File: config.mk
export PLATFORM = sky130hd
export DESIGN_NAME = pwu_req_sched
export DESIGN_NICKNAME = d
export VERILOG_FILES = /design/src/rtl/pwu_req_sched.sv
export SDC_FILE = /design/constraint.sdc
export NUM_CORES = 1
export LEC_CHECK = 0
export CAP_MARGIN = 20
export CORE_AREA = 5 5 109 111
export CTS_BUF_LIST = sky130_fd_sc_hd__clkbuf_2
export DETAILED_ROUTE_END_ITERATION = 16
export DIE_AREA = 0 0 114 116
export PLACE_DENSITY = 0.82
export SYNTH_ARGS = -nofsm -noshare
export SYNTH_HDL_FRONTEND = slang
export SYNTH_SLANG_ARGS = --single-unit
File: constraint.sdc
create_clock -name clk_i -period 4.24 [get_ports clk_i]
set_clock_uncertainty 0.15 [all_clocks]
set_input_delay 0.848 -clock clk_i [delete_from_list [all_inputs] [get_ports clk_i]]
set_output_delay 0.848 -clock clk_i [all_outputs]
set_load 0.03 [all_outputs]
File: src/rtl/pwu_req_sched.sv
// rtl/pwu_req_sched.sv - round-robin scheduler sharing one PWU translation port
// Issue register feeds the PWU; an in-order tag queue routes each PA back to its requester.

module pwu_req_sched_tagq #(
    parameter int TAG_W = 2,
    parameter int DEPTH = 8
) (
    input  logic                       clk_i,
    input  logic                       reset_i,
    input  logic                       push_i,
    input  logic [TAG_W-1:0]           push_tag_i,
    input  logic                       pop_i,
    output logic [TAG_W-1:0]           head_o,
    output logic [$clog2(DEPTH+1)-1:0] count_o
);
    localparam int PTR_W = (DEPTH > 1) ? $clog2(DEPTH) : 1;
    localparam int CNT_W = $clog2(DEPTH+1);

    logic [TAG_W-1:0] mem_q [DEPTH];
    logic [PTR_W-1:0] wr_ptr_q, wr_ptr_d;
    logic [PTR_W-1:0] rd_ptr_q, rd_ptr_d;
    logic [CNT_W-1:0] cnt_q, cnt_d;

    always_comb begin
        wr_ptr_d = wr_ptr_q;
        rd_ptr_d = rd_ptr_q;
        cnt_d    = cnt_q;
        if (push_i) wr_ptr_d = wr_ptr_q + PTR_W'(1);
        if (pop_i)  rd_ptr_d = rd_ptr_q + PTR_W'(1);
        case ({push_i, pop_i})
            2'b10:   cnt_d = cnt_q + CNT_W'(1);
            2'b01:   cnt_d = cnt_q - CNT_W'(1);
            default: cnt_d = cnt_q;
        endcase
    end

    // Storage carries no reset; only the pointers define what is valid.
    always_ff @(posedge clk_i) begin
        if (push_i) mem_q[wr_ptr_q] <= push_tag_i;
    end

    always_ff @(posedge clk_i) begin
        if (reset_i) begin
            wr_ptr_q <= '0;
            rd_ptr_q <= '0;
            cnt_q    <= '0;
        end else begin
            wr_ptr_q <= wr_ptr_d;
            rd_ptr_q <= rd_ptr_d;
            cnt_q    <= cnt_d;
        end
    end

    assign head_o  = mem_q[rd_ptr_q];
    assign count_o = cnt_q;
endmodule

module pwu_req_sched #(
    parameter int NUM_REQ = 4,
    parameter int DEPTH   = 8,
    parameter int VA_W    = 32,
    parameter int PA_W    = 28
) (
    input  logic                       clk_i,
    input  logic                       reset_i,
    input  logic [NUM_REQ*VA_W-1:0]    req_va_i,
    input  logic [NUM_REQ-1:0]         req_vld_i,
    output logic [NUM_REQ-1:0]         req_rdy_o,
    output logic [PA_W-1:0]            resp_pa_o,
    output logic                       resp_fault_o,
    output logic [NUM_REQ-1:0]         resp_vld_o,
    input  logic [NUM_REQ-1:0]         resp_rdy_i,
    output logic [VA_W-1:0]            pwu_va_o,
    output logic                       pwu_va_vld_o,
    input  logic                       pwu_va_rdy_i,
    input  logic [PA_W-1:0]            pwu_pa_i,
    input  logic                       pwu_pa_vld_i,
    input  logic                       pwu_pa_fault_i,
    output logic                       pwu_pa_rdy_o,
    output logic [$clog2(DEPTH+1)-1:0] inflight_o,
    output logic                       orphan_err_o
);
    localparam int TAG_W = (NUM_REQ > 1) ? $clog2(NUM_REQ) : 1;
    localparam int CNT_W = $clog2(DEPTH+1);
    localparam logic [CNT_W-1:0] DEPTH_C = CNT_W'(DEPTH);
    localparam logic [TAG_W-1:0] LAST_C  = TAG_W'(NUM_REQ-1);
    localparam logic [TAG_W:0]   NREQ_C  = (TAG_W+1)'(NUM_REQ);

    logic             iss_vld_q, iss_vld_d;
    logic [VA_W-1:0]  iss_va_q, iss_va_d;
    logic [TAG_W-1:0] rr_q, rr_d;
    logic             orphan_q, orphan_d;

    logic [TAG_W-1:0] head_tag;
    logic [CNT_W-1:0] count;
    logic [TAG_W-1:0] gnt_idx;
    logic             gnt_any;
    logic [TAG_W:0]   cand_sum;
    logic [TAG_W-1:0] cand;
    logic [VA_W-1:0]  gnt_va;
    logic             free, can_issue, push, pop, nonempty;

    // Round-robin search starting at rr, wrapping modulo NUM_REQ.
    always_comb begin
        gnt_any  = 1'b0;
        gnt_idx  = '0;
        cand_sum = '0;
        cand     = '0;
        for (int i = 0; i < NUM_REQ; i++) begin
            cand_sum = {1'b0, rr_q} + (TAG_W+1)'(i);
            if (cand_sum >= NREQ_C) cand_sum = cand_sum - NREQ_C;
            cand = cand_sum[TAG_W-1:0];
            if (!gnt_any && req_vld_i[cand]) begin
                gnt_any = 1'b1;
                gnt_idx = cand;
            end
        end
    end

    always_comb begin
        gnt_va = '0;
        for (int r = 0; r < NUM_REQ; r++) begin
            if (gnt_idx == TAG_W'(r)) gnt_va = req_va_i[r*VA_W +: VA_W];
        end
    end

    // Registered count only: a same-cycle pop never opens a grant slot.
    assign free      = !iss_vld_q || pwu_va_rdy_i;
    assign can_issue = free && (count < DEPTH_C) && !reset_i;
    assign push      = can_issue && gnt_any;
    assign nonempty  = (count != '0);
    assign pop       = pwu_pa_vld_i && pwu_pa_rdy_o;

    always_comb begin
        req_rdy_o  = '0;
        resp_vld_o = '0;
        for (int r = 0; r < NUM_REQ; r++) begin
            req_rdy_o[r]  = push && (gnt_idx == TAG_W'(r));
            resp_vld_o[r] = pwu_pa_vld_i && nonempty && !reset_i && (head_tag == TAG_W'(r));
        end
    end

    assign pwu_pa_rdy_o = nonempty && !reset_i && resp_rdy_i[head_tag];
    assign resp_pa_o    = pwu_pa_i;
    assign resp_fault_o = pwu_pa_fault_i;
    assign pwu_va_o     = iss_va_q;
    assign pwu_va_vld_o = iss_vld_q;
    assign inflight_o   = count;
    assign orphan_err_o = orphan_q;

    always_comb begin
        iss_vld_d = iss_vld_q;
        iss_va_d  = iss_va_q;
        rr_d      = rr_q;
        orphan_d  = orphan_q || (pwu_pa_vld_i && !nonempty);
        if (push) begin
            iss_vld_d = 1'b1;
            iss_va_d  = gnt_va;
            rr_d      = (gnt_idx == LAST_C) ? '0 : gnt_idx + TAG_W'(1);
        end else if (pwu_va_rdy_i) begin
            iss_vld_d = 1'b0;
        end
    end

    always_ff @(posedge clk_i) begin
        if (reset_i) begin
            iss_vld_q <= 1'b0;
            iss_va_q  <= '0;
            rr_q      <= '0;
            orphan_q  <= 1'b0;
        end else begin
            iss_vld_q <= iss_vld_d;
            iss_va_q  <= iss_va_d;
            rr_q      <= rr_d;
            orphan_q  <= orphan_d;
        end
    end

    pwu_req_sched_tagq #(
        .TAG_W (TAG_W),
        .DEPTH (DEPTH)
    ) u_tagq (
        .clk_i      (clk_i),
        .reset_i    (reset_i),
        .push_i     (push),
        .push_tag_i (gnt_idx),
        .pop_i      (pop),
        .head_o     (head_tag),
        .count_o    (count)
    );
endmodule

Yosys cells after proc, flatten, opt, wreduce, memory -nomap -nowiden. Memories as Yosys holds them, arrays and structs flattened. A register that Yosys moved wholly into a read port is not among the register bits. Index checks and enable logic that the tools add are counted.

Register bits: 46. RAM bits: 16. Output and inout port bits: 76. Memories kept: 1.

Memories: u_tagq.mem_q (depth 8, width 2, rd ports 1, clocked after memory_dff 1, write ports 1, RTL line 19) `logic [TAG_W-1:0] mem_q [DEPTH];`.

$add $sub $neg: 12. $lt $le $gt $ge: 10. Equality and inequality tests: 8. Multiplexer cells: 34. Reduce and logical (&&, ||, !) cells: 33.

Operator list (count): $mux W32 (4); $logic_and A1 B1 Y1 (20); $mux W2 (9); $lt A2 B3 Y1 const B (5); $mux W1 (13); $bmux W1 S2 (5); $eq A2 B2 Y1 const B (5); $ge A3 B3 Y1 const B (3); $pmux W4 S2 (1); $sub A2 B1 Y2 const B (4); $add A2 B2 Y3 const B (2); $add A3 B1 Y3 const B (2); $eq A2 B1 Y1 const B (3); $logic_not A1 Y1 (6); $mux W3 (2); $add A4 B1 Y4 const B (1); $logic_not A2 Y1 (2); $lt A4 B4 Y1 const B (1); $reduce_bool A2 Y1 (2); $reduce_bool A4 Y1 (1); $sub A4 B1 Y4 const B (1); $add A2 B1 Y3 const B (1); $ge A2 B3 Y1 const B (1); $add A2 B1 Y2 const B (1); $logic_or A1 B1 Y1 (2).

Longest topological paths before layout. Gate-level depths: netlist of the first run.

Word-level depth: 19. Gate-level depth with buffers: 13.

By module. From an unflattened synthesis of the first run, not the netlist that was laid out.

Cells, all modules: 473. Area, all modules: 4322.9 µm².

By module, submodules not included: pwu_req_sched (times used 1, cells an instance 383, area each 3108.0 µm², sequential area each 720.7 µm²); pwu_req_sched_tagq (times used 1, cells an instance 90, area each 1214.9 µm², sequential area each 740.7 µm²).

Worst setup path before layout of the first run. OpenSTA, ideal clock, no wires.

Kind: input to output. Start point: input port req_vld_i[2]. End point: output port req_rdy_o[3]. Arrival: 2802 ps. Required time: 3242 ps. Setup slack: 440 ps. Stages on the path: 8. Path through: a22oi_1 -> o22ai_1 -> a31oi_1 -> nor2b_1 -> ha_1 -> clkbuf_1 -> clkbuf_1 -> and2_1.

Longest elaborated chain between the ends: 14.

Ends and longest elaborated chain: start: declaration (RTL line 67) `input logic [NUM_REQ-1:0] req_vld_i,`; $bmux W1 S2 (RTL line 113) `if (!gnt_any && req_vld_i[cand]) begin`; $mux W1 (implied by the code) (RTL line 113); $mux W1 (RTL line 113); $logic_not A1 Y1 (RTL line 113); $logic_and A1 B1 Y1 (RTL line 113); $mux W1 (RTL line 113); $logic_not A1 Y1 (RTL line 113); $logic_and A1 B1 Y1 (RTL line 113); $mux W1 (RTL line 113); $logic_not A1 Y1 (RTL line 113); $logic_and A1 B1 Y1 (RTL line 113); $mux W2 * (RTL line 113); named net gnt_idx[0] (RTL line 96) `logic [TAG_W-1:0] gnt_idx;`; $eq A2 B2 Y1 * (RTL line 138) `req_rdy_o[r] = push && (gnt_idx == TAG_W'(r));`; $logic_and A1 B1 Y1 * (RTL line 138); end: declaration (RTL line 68) `output logic [NUM_REQ-1:0] req_rdy_o,`.

The timed path passes the listed nets; every way through them passes the cells marked *. The select of a mux whose other input is x is not followed.

==> results.cfg, run 1 <==
[run_status]
status = complete, no violations

[place]
place_hpwl_um = 10400
io_buffers = 186
dpl_cell_area_mm2 = 0.00581
place_ws_ns = 0.497
dp.cells = 764
gp_routability_congestion = 0.831

[timing]
slew_violations = 0
hold_violations = 0
period_share = 0.884
setup_viol = 0
worst_pin_slew_ns = 0.594
fmax_mhz = 267
tns_ns = 0
layout_setup_ws_ns = 0.493
rsz0062_at_grt = no
slew_headroom = 0.598
post-route-min-period_ns = 3.75

[setup_path]
path_cells = mux2_1 -> mux4_2 -> nand2b_1 -> nor2_1 -> clkdlybuf4s50_1
worstPathMaxFanout = 6
critPathSlowestCell = clkdlybuf4s50_1
startpoint_type = flop
crit_path_end_kind = primary output
slowest_delay_ns = 0.69
critical_path_class = reg -> out
required_ns = 3.24
cp.arrival_ns = 2.75

[yosys]
synth-edff-count = 16
synth_cell_types = 46
synth_flop_cell = dfxtp_1
synth_fp_nets = 674
ys_seq_elements = 65
yosysWarnings = 0
synthCells = 496
syn-cell-area_mm2 = 0.00407
seq_area_frac_synth = 0.359
syn_area_per_cell_um2 = 8.21
async_flop_share = 0

[pwr]
peakVddDrop_mv = 0.140
p_comb_frac = 0.405
p_leak_nw = 2.13
p_seq_frac = 0.373
p_per_area_mw_per_mm2 = 332
p_clk_frac = 0.221
intPower_w = 0.00128
swShare = 0.352
p_switching_w = 0.000698

[floorplan]
die_h_um = 116
rows = 38
fp.coreArea_mm2 = 0.0107
die_width_um = 114
initial_core_util = 0.381
ios = 245
die-area_mm2 = 0.0132

[clock_network]
tritoncts = done
cts_setup_buffers = 0
postCtsHoldBufs = 0
clock_path_buffers = 2
cts_made_buffers = 9
root_buffer = clkbuf_2
clkTransAtPathRegs_ns = 0.18
clock_sinks = 65
insertion_delay_ns = 0.51
htree_levels = 3

[global_routing]
grt_pass1_wl_um = 20300
grt_pass1_vias = 4022
grt-ovfl-total = 0
grt_max_degree = 65
grtUsageTotal = 0.195
antenna_found_initial = 0

[routing]
detail-route-antenna-nets = 0
wire_per_inst_um = 17.1
num_vias = 4017
routed_wl_um = 13400
drc_errors = 0
route.detailed.vias_per_inst = 5.15
dr.pass1.iters = 4
dr.first_iter.drc_count = 159

[finish]
finish.instance_area_mm2 = 0.00596
layout-drive-gt1-share = 0.0750
final_cell_mix = 180 x clkdlybuf4s50_1, 72 x a21oi_1, 72 x nand2_1
final_common_cell = clkdlybuf4s50_1
fin_cells = 780
antennaDiodeCount = 0
area_delta_synth_final_pct = 46.3
final_nets = 813

[hold_path]
holdCritPathClass = reg -> reg

[run]
drv_cap = 0
[kinds of logic (layout without fill, tap and decap cells)]
group	after synthesis	after routing	synth area share
simple gates	213	213	0.282
buf+inv	75	219	0.102
fa+ha+maj	9	9	0.0277
compound gates	114	114	0.164
xor+xnor	6	6	0.0129
mux	14	14	0.0529
flops	65	65	0.359
[critical path: cells and delay by family, from the launching register on]
family        cells  cell delay [ns]
mux               2             0.83
buf+inv           1             0.69
simple gates      2             0.28
flops             1             0.45
[metrics by stage]
stage / hold WS [ns] / util / total power (W)
6_report: 0.343 / 0.557 / 0.00198
3_5_place_dp: 0.315 / 0.543 / 0.00156
3_3_place_gp: 0.291 / 0.543 / 0.00154
4_1_cts: 0.342 / 0.557 / 0.00200
5_1_grt: 0.371 / 0.557 / 0.00210
2_1_floorplan: 0.278 / - / 0.00127
[per-layer routing]
metal | share of wire | track usage
met2 | 0.51 | 0.340
met1 | 0.39 | 0.214
met3 | 0.081 | 0.0820
met5 | 0 | 0
met4 | 0.016 | 0.0641
[state kept, by name, indices dropped and copies added, names as in the netlist, named ones only]
register	cells
pwu_va_vld_o	1
orphan_err_o	1
u_tagq.rd_ptr_q	3
u_tagq.count_o	4
u_tagq.wr_ptr_q	3
pwu_va_o	32
rr_q	2
u_tagq.mem_q	16
[cell usage after synthesis (all sizes together) (4+ instances only)]
master	number	area share
ha	9	0.028
mux2	5	0.017
buf	34	0.061
o211ai	32	0.059
xor2	4	0.0086
nor4	4	0.0061
dfxtp	49	0.24
and2	4	0.0061
o21ai	4	0.0058
nor3b	37	0.069
mux4	4	0.024
edfxtp	16	0.12
nand3b	33	0.061
mux2i	5	0.012
clkbuf	35	0.035
nand2b	5	0.0077
inv	6	0.0061
nor2b	4	0.0061
nand2	73	0.069
a21oi	72	0.089
nor2	44	0.041
[power groups by stage]
stage          Clock [W]  Combinational, W  Sequential [W]
2_1_floorplan          0          0.000449        0.000825
3_3_place_gp           0          0.000786        0.000750
3_5_place_dp           0          0.000804        0.000752
4_1_cts         0.000450          0.000808        0.000740
5_1_grt         0.000481          0.000874        0.000748
6_report        0.000438          0.000803        0.000740
[worst paths after layout]
| kind | cells past startpoint | startpoint | to | slack (ns) |
|---|---|---|---|---|
| hold reg to reg | 1 | u_tagq.rd_ptr_q[2]$_SDFFE_PP0N_ | flop | 0.34 |
| setup reg to reg | 12 | flop | u_tagq.count_o[2]$_SDFFE_PP0P_ | 0.78 |
| hold / removal | 1 | u_tagq.rd_ptr_q[2]$_SDFFE_PP0N_ | flop | 0.34 |
| setup / recovery | 5 | flop | resp_vld_o[0] | 0.49 |
[cell type report]
| cell class | count | area, um2 |
|---|---|---|
| Multi-Input combinational cell | 356 | 2210 |
| Inverter | 6 | 25.0 |
| Timing Repair Buffer | 197 | 1940 |
| Fill cell | 959 | 4740 |
| Sequential cell | 65 | 1460 |
| Tap cell | 140 | 175 |
| Clock buffer | 9 | 45.0 |
| Clock inverter | 7 | 95.1 |
[timing repair]
action                                  in CTS  in global routing
gates resized for setup                      1                  1
pin swaps                                    0                  0
endpoints found under the setup margin       1                  1
(Power assumes the default switching activity.)
==> run 2: changes to the inputs <==
--- a/config.mk
+++ b/config.mk
@@ -11,6 +11,7 @@
 export DETAILED_ROUTE_END_ITERATION = 16
 export DIE_AREA = 0 0 114 116
 export PLACE_DENSITY = 0.82
+export SKIP_LAST_GASP = 1
 export SYNTH_ARGS = -nofsm -noshare
 export SYNTH_HDL_FRONTEND = slang
 export SYNTH_SLANG_ARGS = --single-unit
==> results of run 2 <==
Final layout, timing and power as in run 1 (identical DEF).
==> run 3: changes to the inputs <==
--- a/config.mk
+++ b/config.mk
@@ -6,10 +6,10 @@
 export NUM_CORES = 1
 export LEC_CHECK = 0
 export CAP_MARGIN = 20
-export CORE_AREA = 5 5 109 111
+export CORE_AREA = 2 2 106 108
 export CTS_BUF_LIST = sky130_fd_sc_hd__clkbuf_2
 export DETAILED_ROUTE_END_ITERATION = 16
-export DIE_AREA = 0 0 114 116
+export DIE_AREA = 0 0 108 110
 export PLACE_DENSITY = 0.82
 export SKIP_LAST_GASP = 1
 export SYNTH_ARGS = -nofsm -noshare
==> run 3 against run 2 <==
Worst setup slack worse by 0.032 ns. Combinational power hardly changed. Sequential share of layout area hardly changed. Largest cell class unchanged.
==> results.cfg, run 3 (same netlist as run 1, synthesis figures left out) <==
[clock_network]
clkTransAtPathRegs_ns = 0.20
clock_sinks = 65
root_buffer = clkbuf_2
insertion_delay_ns = 0.50
cts_setup_buffers = 0
htree_levels = 3
cts_made_buffers = 9
clock_path_buffers = 2
tritoncts = done

[setup_path]
critical_path_class = in -> out
path_cells = clkdlybuf4s50_1 -> inv_1 -> a22oi_1 -> o22ai_1 -> a31oi_1 -> nor2b_1 -> ha_2 -> and2_1 -> buf_4
worstPathMaxFanout = 3
critPathSlowestCell = clkdlybuf4s50_1
reg2reg_slack_ns = 0.73
reg2reg_depth = 12
startpoint_type = primary input
slowest_delay_ns = 0.51
required_ns = 3.24
crit_path_end_kind = primary output
cp.arrival_ns = 2.78
r2r_end = u_tagq.count_o[2]$_SDFFE_PP0P_

[global_routing]
grt_pass1_vias = 3945
grt-ovfl-total = 0
grt_util_met2 = 0.376
use_met1 = 0.235
grt_max_degree = 68
grtUsageTotal = 0.213
use_met3 = 0.0747
antenna_found_initial = 0
grt_pass1_wl_um = 19700
busiest_layer = met2

[timing]
tns_ns = 0
period_share = 0.891
fmax_mhz = 265
post-route-min-period_ns = 3.78
rsz0062_at_grt = no
setup_viol = 0
worst_pin_slew_ns = 0.664
layout_setup_ws_ns = 0.461
slew_violations = 0
slew_headroom = 0.557
hold_violations = 0

[run]
drv_cap = 0

[pwr]
p_leak_nw = 2.12
peakVddDrop_mv = 0.142
p_per_area_mw_per_mm2 = 325

[place]
place_ws_ns = 0.465
io_buffers = 186
gp_routability_congestion = 0.804
place_hpwl_um = 10100

[routing]
num_vias = 4069
detail-route-antenna-nets = 0
drc_errors = 0
wire_per_inst_um = 16.6
dr.pass1.iters = 4
route.detailed.vias_per_inst = 5.20
dr.first_iter.drc_count = 180
routed_wl_um = 13000

[floorplan]
initial_core_util = 0.381
ios = 245
rows = 38
die_width_um = 108
fp.coreArea_mm2 = 0.0107
die_h_um = 110
die-area_mm2 = 0.0119

[finish]
fillers = 985
final_common_cell = clkdlybuf4s50_1
area_delta_synth_final_pct = 46.1
final_cell_mix = 180 x clkdlybuf4s50_1, 72 x a21oi_1, 72 x nand2_1
final_util = 0.556
layout-drive-gt1-share = 0.0794
final_nets = 815
largest_reg_flops = 32

[hold_path]
holdCritPathClass = reg -> reg
worstHoldStart = u_tagq.rd_ptr_q[2]$_SDFFE_PP0N_
hold_end = u_tagq.rd_ptr_q[2]$_SDFFE_PP0N_
whs_path_depth = 1

[run_status]
status = complete, no violations
run 3: cell count changes in the layout (fill, tap and decap cells not counted):
cell / previous run / this run
clkinv_1: 1 / 0
buf_4: 14 / 17
buf_12: 1 / 0
clkinvlp_4: 0 / 1
bufinv_16: 2 / 1
diode_2: 0 / 1
inv_8: 0 / 1
run 3: metal layers:
metal / share of wire / wire, um
met2: 0.51 / 6600
met1: 0.39 / 5060
met4: 0.020 / 266
met5: 0 / 0
met3: 0.084 / 1100
run 3: through the flow:
stage	hold slack, ns	power (W)	instance area, um2	cells
floorplan	0.278	0.00127	4070	496
global placement	0.295	0.00153	5820	766
detailed placement	0.313	0.00155	5820	766
CTS	0.336	0.00195	5940	782
global route	0.382	0.00205	5940	782
finish	0.340	0.00193	5950	783
run 3: worst max-delay path, delay by kind of cell:
kind                       cells  cell delay [ns]
buffers and inverters          3             0.74
and+or+nand+nor                2             0.45
AOI/OAI and AO/OA              3             0.49
adders and majority gates      1             0.25
run 3: worst max-delay path by stage:
| stage | from | endpoint | slack, ns | cells after the start |
|---|---|---|---|---|
| 2_1_floorplan | req_vld_i[2] | req_rdy_o[3] | 0.44 | 8 |
| 3_3_place_gp | req_vld_i[3] | req_rdy_o[1] | 0.60 | 9 |
| 3_5_place_dp | req_vld_i[3] | req_rdy_o[1] | 0.47 | 9 |
| 4_1_cts | flop | pwu_pa_rdy_o | 0.06 | 5 |
| 5_1_grt | flop | resp_vld_o[0] | 0.30 | 5 |
| 6_report | req_vld_i[3] | req_rdy_o[1] | 0.46 | 9 |
run 3: power breakdown:
group	switching, W	internal, W	total, W
combinational	0.000410	0.000391	0.000801
sequential	0.0000443	0.000696	0.000740
clock	0.000251	0.000142	0.000393
run 3: area by class of cell:
class | count | area (um2) | share of cell area
clock buffer | 9 | 45.0 | 0.00757
antenna | 1 | 2.50 | 0.000421
clock inverter | 7 | 80.1 | 0.0135
inverter | 6 | 25.0 | 0.00421
sequential | 65 | 1460 | 0.246
timing repair buffer | 199 | 1950 | 0.327
multi-input combinational | 356 | 2210 | 0.372
tap | 140 | 175 | 0.0295
run 3: timing repair:
action,CTS,global route
resized for setup,1,1
gates cloned,0,0
hold buffers,0,0
setup endpoints to repair,1,1
pin swaps,0,0
